**src/rtl/step_phase_decoder.sv**
```systemverilog
// Receive-side decoder for the two-phase stepper coil bus: glitch filter, step classification,
// signed position and cut-stroke counting. Optional stall watchdog under STEP_DEC_TIMEOUT_EN.
module step_phase_decoder #(
   parameter int STEPS_PER_STROKE = 100,
   parameter int POS_W            = 16,
   parameter int STABLE_CYCLES    = 4,
   parameter bit OUT_DIR          = 1'b0
`ifdef STEP_DEC_TIMEOUT_EN
   , parameter int TIMEOUT_CYC    = 2000000
`endif
) (
   input  logic             clk,
   input  logic             rst_n,
   input  logic [3:0]       phase_i,
   input  logic             clr_i,
   output logic [POS_W-1:0] pos_o,
   output logic             dir_o,
   output logic             step_pulse_o,
   output logic             moving_o,
   output logic             err_o,
   output logic             stroke_done_o,
   output logic [7:0]       stroke_cnt_o,
   output logic             stall_o
);

   localparam int CNT_W = $clog2(STABLE_CYCLES + 1);
   localparam int EXC_W = $clog2(STEPS_PER_STROKE + 1);

   typedef enum logic {ST_OUT, ST_BACK} stroke_t;

   logic [3:0]       r_sync1, r_sync2, r_cand, r_acc;
   logic [CNT_W-1:0] r_cnt;
   logic             r_used;
   logic [POS_W-1:0] r_pos;
   logic             r_dir, r_step_pulse, r_moving, r_err, r_stroke_done;
   logic [7:0]       r_stroke_cnt;
   logic [EXC_W-1:0] r_exc;
   stroke_t          r_state;

   logic       w_fire, w_valid, w_both_nz, w_step, w_jump, w_bad, w_fwd, w_with;
   logic [1:0] w_delta;

   function automatic logic [1:0] f_idx(input logic [3:0] p);
      case (p)
         4'b0110: f_idx = 2'd1;
         4'b1100: f_idx = 2'd2;
         4'b1001: f_idx = 2'd3;
         default: f_idx = 2'd0;
      endcase
   endfunction

   // A candidate is acted on once, on the cycle it first reaches the stability threshold.
   always_comb begin
      w_fire    = (r_cnt == CNT_W'(STABLE_CYCLES)) && !r_used && (r_cand != r_acc);
      w_valid   = (r_cand == 4'b0000) || (r_cand == 4'b0011) || (r_cand == 4'b0110) ||
                  (r_cand == 4'b1100) || (r_cand == 4'b1001);
      w_both_nz = (r_cand != 4'b0000) && (r_acc != 4'b0000);
      w_delta   = f_idx(r_cand) - f_idx(r_acc);
      w_fwd     = (w_delta == 2'd1);
      w_step    = w_fire && w_valid && w_both_nz && (w_delta[0] == 1'b1);
      w_jump    = w_fire && w_valid && w_both_nz && (w_delta == 2'd2);
      w_bad     = w_fire && !w_valid;
      w_with    = (w_fwd == OUT_DIR);
   end

   always_ff @(posedge clk) begin
      if (!rst_n) begin
         r_sync1 <= '0;
         r_sync2 <= '0;
         r_cand  <= '0;
         r_cnt   <= '0;
         r_used  <= 1'b0;
      end else begin
         r_sync1 <= phase_i;
         r_sync2 <= r_sync1;
         if (r_sync2 != r_cand) begin
            r_cand <= r_sync2;
            r_cnt  <= CNT_W'(1);
            r_used <= 1'b0;
         end else begin
            if (r_cnt != CNT_W'(STABLE_CYCLES)) r_cnt <= r_cnt + CNT_W'(1);
            if (w_fire) r_used <= 1'b1;
         end
      end
   end

   always_ff @(posedge clk) begin
      if (!rst_n) begin
         r_acc         <= '0;
         r_pos         <= '0;
         r_dir         <= 1'b0;
         r_step_pulse  <= 1'b0;
         r_moving      <= 1'b0;
         r_err         <= 1'b0;
         r_stroke_done <= 1'b0;
         r_stroke_cnt  <= '0;
         r_exc         <= '0;
         r_state       <= ST_OUT;
      end else begin
         r_step_pulse  <= 1'b0;
         r_stroke_done <= 1'b0;
         if (w_fire && w_valid) begin
            r_acc    <= r_cand;
            r_moving <= (r_cand != 4'b0000);
         end
         if (clr_i) begin
            r_pos        <= '0;
            r_exc        <= '0;
            r_stroke_cnt <= '0;
            r_err        <= 1'b0;
            r_state      <= ST_OUT;
         end else begin
            if (w_bad || w_jump) r_err <= 1'b1;
            if (w_step) begin
               r_step_pulse <= 1'b1;
               r_dir        <= w_fwd;
               r_pos        <= w_fwd ? r_pos + POS_W'(1) : r_pos - POS_W'(1);
               case (r_state)
                  ST_OUT: begin
                     if (w_with) begin
                        r_exc <= r_exc + EXC_W'(1);
                        if (r_exc == EXC_W'(STEPS_PER_STROKE - 1)) r_state <= ST_BACK;
                     end else if (r_exc != '0) begin
                        r_exc <= r_exc - EXC_W'(1);
                     end
                  end
                  ST_BACK: begin
                     if (!w_with) begin
                        r_exc <= r_exc - EXC_W'(1);
                        if (r_exc == EXC_W'(1)) begin
                           r_stroke_done <= 1'b1;
                           r_stroke_cnt  <= r_stroke_cnt + 8'd1;
                           r_state       <= ST_OUT;
                        end
                     end else if (r_exc != EXC_W'(STEPS_PER_STROKE)) begin
                        r_exc <= r_exc + EXC_W'(1);
                     end
                  end
                  default: r_state <= ST_OUT;
               endcase
            end
         end
      end
   end

`ifdef STEP_DEC_TIMEOUT_EN
   localparam int TMO_W = $clog2(TIMEOUT_CYC + 1);
   logic [TMO_W-1:0] r_tmo;
   logic             r_stall;

   always_ff @(posedge clk) begin
      if (!rst_n) begin
         r_tmo   <= '0;
         r_stall <= 1'b0;
      end else if (clr_i || !r_moving || w_step) begin
         r_tmo   <= '0;
         r_stall <= 1'b0;
      end else if (r_tmo == TMO_W'(TIMEOUT_CYC - 1)) begin
         r_stall <= 1'b1;
      end else begin
         r_tmo <= r_tmo + TMO_W'(1);
      end
   end

   assign stall_o = r_stall;
`else
   assign stall_o = 1'b0;
`endif

   assign pos_o         = r_pos;
   assign dir_o         = r_dir;
   assign step_pulse_o  = r_step_pulse;
   assign moving_o      = r_moving;
   assign err_o         = r_err;
   assign stroke_done_o = r_stroke_done;
   assign stroke_cnt_o  = r_stroke_cnt;

endmodule
```
**config.mk**
```make
export PLATFORM = sky130hd
export DESIGN_NAME = step_phase_decoder
export DESIGN_NICKNAME = d
export VERILOG_FILES = /design/src/rtl/step_phase_decoder.sv
export SDC_FILE = /design/constraint.sdc
export NUM_CORES = 1
export LEC_CHECK = 0
export ABC_AREA = 1
export CORE_MARGIN = 1
export CORE_UTILIZATION = 62
export DETAILED_ROUTE_END_ITERATION = 7
export PLACE_DENSITY = 0.89
export SLEW_MARGIN = 0
export SYNTH_ARGS = -nofsm -noshare
export SYNTH_HDL_FRONTEND = slang
export SYNTH_SLANG_ARGS = --single-unit
```
**constraint.sdc**
```tcl
create_clock -name clk -period 9 [get_ports clk]
set_clock_uncertainty 0.2 [all_clocks]
set_input_delay 0.9 -clock clk [delete_from_list [all_inputs] [get_ports clk]]
set_output_delay 0.9 -clock clk [all_outputs]
set_load 0.01 [all_outputs]
```
==> results of run 1 <==
cell type report:
type / instances / area, µm² / share of cell area (%)
clock buffers: 11 / 151 / 3.57
clock inverters: 5 / 77.6 / 1.83
inverters: 57 / 216 / 5.11
multi-input cells: 384 / 2190 / 51.8
flip-flops and latches: 57 / 1140 / 26.9
well taps: 72 / 90.1 / 2.13
repair buffers: 37 / 365 / 8.63
sequential cells by signal, summed over array words and instances (netlist names):
register / count
moving_o: 1
r_sync2: 4
stroke_done_o: 1
err_o: 1
r_state: 1
r_used: 1
r_acc: 4
r_cand: 4
r_cnt: 3
dir_o: 1
stroke_cnt_o: 8
r_exc: 7
r_sync1: 4
step_pulse_o: 1
pos_o: 16
cells by family after synthesis:
group | share of synthesized area, %
xor gates and xnor gates | 7.72
other | 0.103
buffers and inverters | 8.20
and+or+nand+nor | 31.1
AOI/OAI and AO/OA | 13.0
adders and majority gates | 8.47
DFF | 31.4
synth_stat cells, types with 5 or more instances:
master,number,area [µm²]
nor2_1,44,165
xor2_1,22,193
nand3_1,34,170
inv_1,51,191
dfxtp_1,57,1140
nand2_2,6,37.5
ha_1,23,288
a21o_1,5,37.5
a21oi_1,53,265
o21ai_0,25,125
clkbuf_1,6,22.5
nor3_1,7,35.0
nand2_1,110,413
xnor2_1,10,87.6
nand4_1,17,106
worst max-delay path, stage by stage (launching register included):
cell      delay [ps]
dfxtp_1          430
inv_1            100
nor2_1           100
nand2_1           90
inv_1             80
a21oi_1           60
ha_1             220
inv_1             70
nand3_2          110
nand3_4          160
nand3_2          520
ha_1             630
nand2_1           70
o21ai_0          360
nand2_1          100
nand2_1          140
nand2_1           90
o21bai_1         150
xnor2_1          130
a21oi_1           70
stage by stage:
stage               worst slack, ps  utilization [%]  cells
floorplan                      5710                -    512
global placement               5250             71.9    607
detailed placement             5060             71.9    607
CTS                            5010             76.0    623
global route                   4560             76.0    623
finish                         4990             76.0    623
final timing paths:
kind | to | slack [ps] | depth (start not counted)
setup / recovery | pos_o[10] | 4990 | 19
hold / removal | r_sync2[3] | 210 | 2
setup reg to reg | pos_o[10] | 4990 | 19
hold reg to reg | r_sync2[3] | 210 | 2
power breakdown:
part           internal, mW  switching [mW]
sequential            0.255         0.00239
combinational       0.00884          0.0149
clock                 0.170           0.106
layer usage:
layer	global-route usage (%)	up-vias
li1	-	1753
met1	36.1	1592
met2	48.2	84
met3	8.49	26
met4	14.4	0
met5	0	-
==> impl_metrics.py, run 1 <==
metrics = {
    "status": {
        "status": "finished clean",
    },
    "timing": {
        "worstMarginPinSlew_ps": 636,
        "finalSetupTns_ps": 0,
        "fin_crit_sh_pct": 44.6,
        "setup-violations-final": 0,
        "max_freq_mhz": 249,
        "slew_violations": 0,
        "hold_viol_final": 0,
        "slew-limit-headroom_pct": 57.5,
        "min_period_ps": 4010,
        "fin_hold_ws_ps": 213,
        "rsz0062_at_grt": "no",
    },
    "place": {
        "port_buffers": 35,
        "dp_hpwl_mm": 6.10,
        "gp_congestion": 0.888,
        "placedInstanceArea_um2": 4010,
    },
    "floorplan": {
        "io_pins": 37,
        "start_util_pct": 65.2,
        "die_w_um": 78.5,
        "dieArea_um2": 6170,
        "die_h_um": 78.5,
        "fp.coreArea_um2": 5570,
        "fp-row-count": 27,
    },
    "power": {
        "p_leak_nw": 1.96,
        "p_total_uw": 558,
        "power_density_nw_per_um2": 132,
        "peakVddDrop_mv": 0.112,
    },
    "routing": {
        "viasPerCell": 5.55,
        "route.met3.wl_um": 336,
        "vias": 3455,
        "drc": 0,
        "wl_mm": 8.49,
        "drtAntennaViolNets": 0,
        "met2_wirelength_mm": 4.09,
        "dr.max_layer_used": "met4",
        "drt_iter0_markers": 253,
        "met1_length_mm": 3.87,
        "drt-wirelength-per-cell_um": 13.6,
        "dr.pass1.iters": 8,
    },
    "cells_and_area": {
        "final_common_cell": "nand2_1",
        "num_antenna_cells": 0,
        "nFillCells": 455,
        "drive_above_1_share_pct": 7.44,
        "final_cell_mix": "nand2_1, dfxtp_1, a21oi_1, inv_1, nor2_1",
        "final_cell_area_um2": 4240,
        "area_delta_synth_final_pct": 16.6,
        "nets": 577,
    },
    "min_path": {
        "hp-class": "flip-flop to flip-flop",
        "hp-start": "r_sync1[3]",
    },
    "cts": {
        "cts_setup_buffers": 0,
        "cts_max_path_buffers": 2,
        "clock_latency_ps": 350,
        "clkTransAtPathRegs_ps": 70,
        "numClockSinks": 57,
        "cts-resized-gates": 0,
        "cts-root-buf": "clkbuf_8",
        "cts_tree": "yes",
        "numCtsBuffers": 9,
        "htree_levels": 3,
        "postCtsHoldBufs": 0,
    },
    "synthesis": {
        "ys_seq_area_share_pct": 31.4,
        "ys_seq_elements": 57,
        "synth.avg_cell_area_um2": 7.09,
        "synth_ff_type": "dfxtp_1",
        "netlist_instances": 512,
        "synth-edff-count": 0,
        "synth-async-reset-ratio_pct": 0,
        "ys_warn_count": 0,
        "syn_nets": 543,
        "synth_cell_types": 38,
        "synth_area_um2": 3630,
    },
    "global_routing": {
        "track_usage_pct": 29.8,
        "grt_pass1_vias": 3283,
        "antenna_found_initial": 0,
        "grt_pass1_wl_mm": 14.4,
        "grt_start_max_net_pins": 40,
        "grt_overflow": 0,
    },
    "worst_setup_path": {
        "setup.worst_path.start_class": "flip-flop",
        "crit_start": "r_cand[2]",
        "cp-end-kind": "flip-flop",
        "arrival_ps": 4030,
        "cp.required_ps": 9020,
        "path_max_fanout": 25,
        "crit-reg2reg-launch": "r_cand[2]",
        "worstSetupPathType": "flip-flop to flip-flop",
    },
    "flow_run": {
        "maxCapViolCount": 0,
    },
}
No activity file was read; power rests on OpenSTA's default activity.
==> run 2: changes to the inputs <==
--- a/config.mk
+++ b/config.mk
@@ -7,9 +7,9 @@
 export LEC_CHECK = 0
 export ABC_AREA = 1
 export CORE_MARGIN = 1
-export CORE_UTILIZATION = 62
+export CORE_UTILIZATION = 57
 export DETAILED_ROUTE_END_ITERATION = 7
-export PLACE_DENSITY = 0.89
+export PLACE_DENSITY = 0.83
 export SLEW_MARGIN = 0
 export SYNTH_ARGS = -nofsm -noshare
 export SYNTH_HDL_FRONTEND = slang
==> constraint.sdc (replaced) <==
create_clock -name clk -period 3.85 [get_ports clk]
set_clock_uncertainty 0.2 [all_clocks]
set_input_delay 0.385 -clock clk [delete_from_list [all_inputs] [get_ports clk]]
set_output_delay 0.385 -clock clk [all_outputs]
set_load 0.01 [all_outputs]
==> impl_metrics.py, run 2 (same netlist as run 1, synthesis figures left out) <==
metrics = {
    "floorplan": {
        "die_h_um": 81.8,
        "io_pins": 37,
        "start_util_pct": 60.3,
        "dieArea_um2": 6700,
        "fp-row-count": 28,
        "die_w_um": 81.8,
        "fp.coreArea_um2": 6030,
    },
    "cells_and_area": {
        "final_cell_mix": "nand2_1, dfxtp_1, a21oi_1, inv_1, nor2_1",
        "register_area_um2": 1140,
        "final_common_cell": "nand2_1",
        "nets": 583,
        "final_cell_area_um2": 4310,
        "largest_reg_flops": 16,
        "num_antenna_cells": 0,
        "multi_input_area_um2": 2220,
        "drive_above_1_share_pct": 8.63,
        "fin_cells": 631,
        "area_delta_synth_final_pct": 18.6,
        "final_core_util_pct": 71.5,
        "nFillCells": 486,
    },
    "flow_run": {
        "maxCapViolCount": 0,
    },
    "worst_setup_path": {
        "crit_path_cell_trace": "inv_2 > nor2_1 > nand2_1 > inv_1 > a21oi_1 > ha_1 > inv_1 > nand3_2 > nand3_4 > nand3_4 > buf_4 > ha_1 > nand2_1 > nor2_1 > inv_1 > nor2_1 > nor3_1 > nand2_1 > a21oi_1 > a21oi_1",
        "rrSetupSlack_ps": 350,
        "cp_num_buf_inv": 5,
        "cp.required_ps": 3880,
        "slowest_stage": "dfxtp_1",
        "setup.worst_path.start_class": "flip-flop",
        "r2r_cells": 20,
        "r2r_end": "pos_o[13]",
        "crit_family": "simple AND/OR/NAND/NOR gates",
        "worstSetupPathType": "flip-flop to flip-flop",
        "arrival_ps": 3530,
        "slowest_delay_ps": 460,
        "path_max_fanout": 16,
        "crit-reg2reg-launch": "r_cand[1]",
        "cp-end-kind": "flip-flop",
        "crit_start": "r_cand[1]",
    },
    "routing": {
        "drt_iter0_markers": 152,
        "drc": 0,
        "drt-wirelength-per-cell_um": 13.3,
        "dr.pass1.iters": 5,
        "vias": 3449,
        "drtAntennaViolNets": 0,
        "viasPerCell": 5.47,
        "wl_mm": 8.41,
    },
    "global_routing": {
        "track_usage_pct": 26.7,
        "grt_pass1_vias": 3129,
        "grt_start_max_net_pins": 21,
        "grt_pass1_wl_mm": 13.7,
        "antenna_found_initial": 0,
        "grt_overflow": 0,
    },
    "min_path": {
        "whs_path_depth": 2,
        "hp-class": "flip-flop to flip-flop",
        "hp-start": "r_sync1[1]",
        "min_to": "r_sync2[1]",
    },
    "timing": {
        "fin_hold_ws_ps": 211,
        "slew_violations": 0,
        "setup-violations-final": 0,
        "min_period_ps": 3500,
        "max_freq_mhz": 286,
        "hold_viol_final": 0,
        "slew-limit-headroom_pct": 47.6,
        "finalSetupTns_ps": 0,
        "fin_crit_sh_pct": 91.0,
        "worstMarginPinSlew_ps": 785,
    },
    "power": {
        "peakVddDrop_mv": 0.417,
        "power_density_nw_per_um2": 305,
        "p_leak_nw": 1.98,
    },
    "cts": {
        "numCtsBuffers": 9,
        "htree_levels": 3,
        "cts-root-buf": "clkbuf_8",
        "cts_max_path_buffers": 2,
        "clkTransAtPathRegs_ps": 60,
        "cts_tree": "yes",
        "clock_latency_ps": 340,
        "numClockSinks": 57,
    },
    "place": {
        "port_buffers": 35,
        "dp_hpwl_mm": 6.08,
        "dp.cells": 614,
        "placedInstanceArea_um2": 4040,
        "gp_congestion": 0.933,
    },
    "status": {
        "status": "finished clean",
    },
}
[run 2: cell count changes in the layout (fill, tap and decap cells not counted)]
cell and change:
clkbuf_8 +1, nand3_4 +1, clkbuf_1 +1, clkinv_2 -2, ha_2 +2, buf_4 +6
clkinvlp_4 -1, nand3_2 -1, ha_4 +1, ha_1 -3
[run 2: worst register-to-register path, cell delays in order, from the launching register on]
cell,delay (ps)
dfxtp_1,460
inv_2,80
nor2_1,90
nand2_1,90
inv_1,90
a21oi_1,50
ha_1,230
inv_1,80
nand3_2,110
nand3_4,170
nand3_4,250
buf_4,240
ha_1,360
nand2_1,120
nor2_1,50
inv_1,70
nor2_1,50
nor3_1,280
nand2_1,100
a21oi_1,150
a21oi_1,80
[run 2: cell type report]
cell class | instances | share of cell area [%]
Clock inverter | 2 | 1.39
Sequential cell | 57 | 26.5
Multi-Input combinational cell | 384 | 51.5
Timing Repair Buffer | 43 | 9.52
Inverter | 57 | 5.02
Tap cell | 75 | 2.18
Clock buffer | 13 | 3.92
[run 2: worst max-delay path by stage]
stage,endpoint,depth (start not counted)
after floorplan,pos_o[10],18
after global placement,pos_o[10],19
after detailed placement,pos_o[13],19
after CTS,pos_o[13],19
after global routing,pos_o[15],22
final,pos_o[13],20
[run 2: repair_timing]
action / 4_1_cts / 5_1_grt
buffers inserted: 0 / 2
setup endpoints to repair: 0 / 9
endpoints found under the hold margin: 0 / 0
gates resized for setup: 0 / 4
hold buffers: 0 / 0
[run 2: per-stage QoR]
step                setup WS, ps  power (mW)
CTS                          152        1.32
global placement             360       0.669
detailed placement           200       0.672
finish                       348        1.31
floorplan                    565       0.655
global route               -14.1        1.35
[run 2: routing by layer]
layer / GRT usage [%] / vias to the layer above / wire, µm / part of all wire [%]
met1: 32.0 / 1563 / 3730 / 44
met2: 44.8 / 99 / 4070 / 48
li1: - / 1766 / - / -
met3: 7.00 / 21 / 415 / 4.9
met5: 0 / - / 0 / 0
met4: 11.2 / 0 / 199 / 2.4
[run 2: where the power goes]
part,leakage (nW),internal (mW),total (mW),switching [mW]
Combinational,1.41,0.0216,0.0572,0.0356
Sequential,0.462,0.597,0.603,0.00551
Clock,0.116,0.414,0.653,0.239
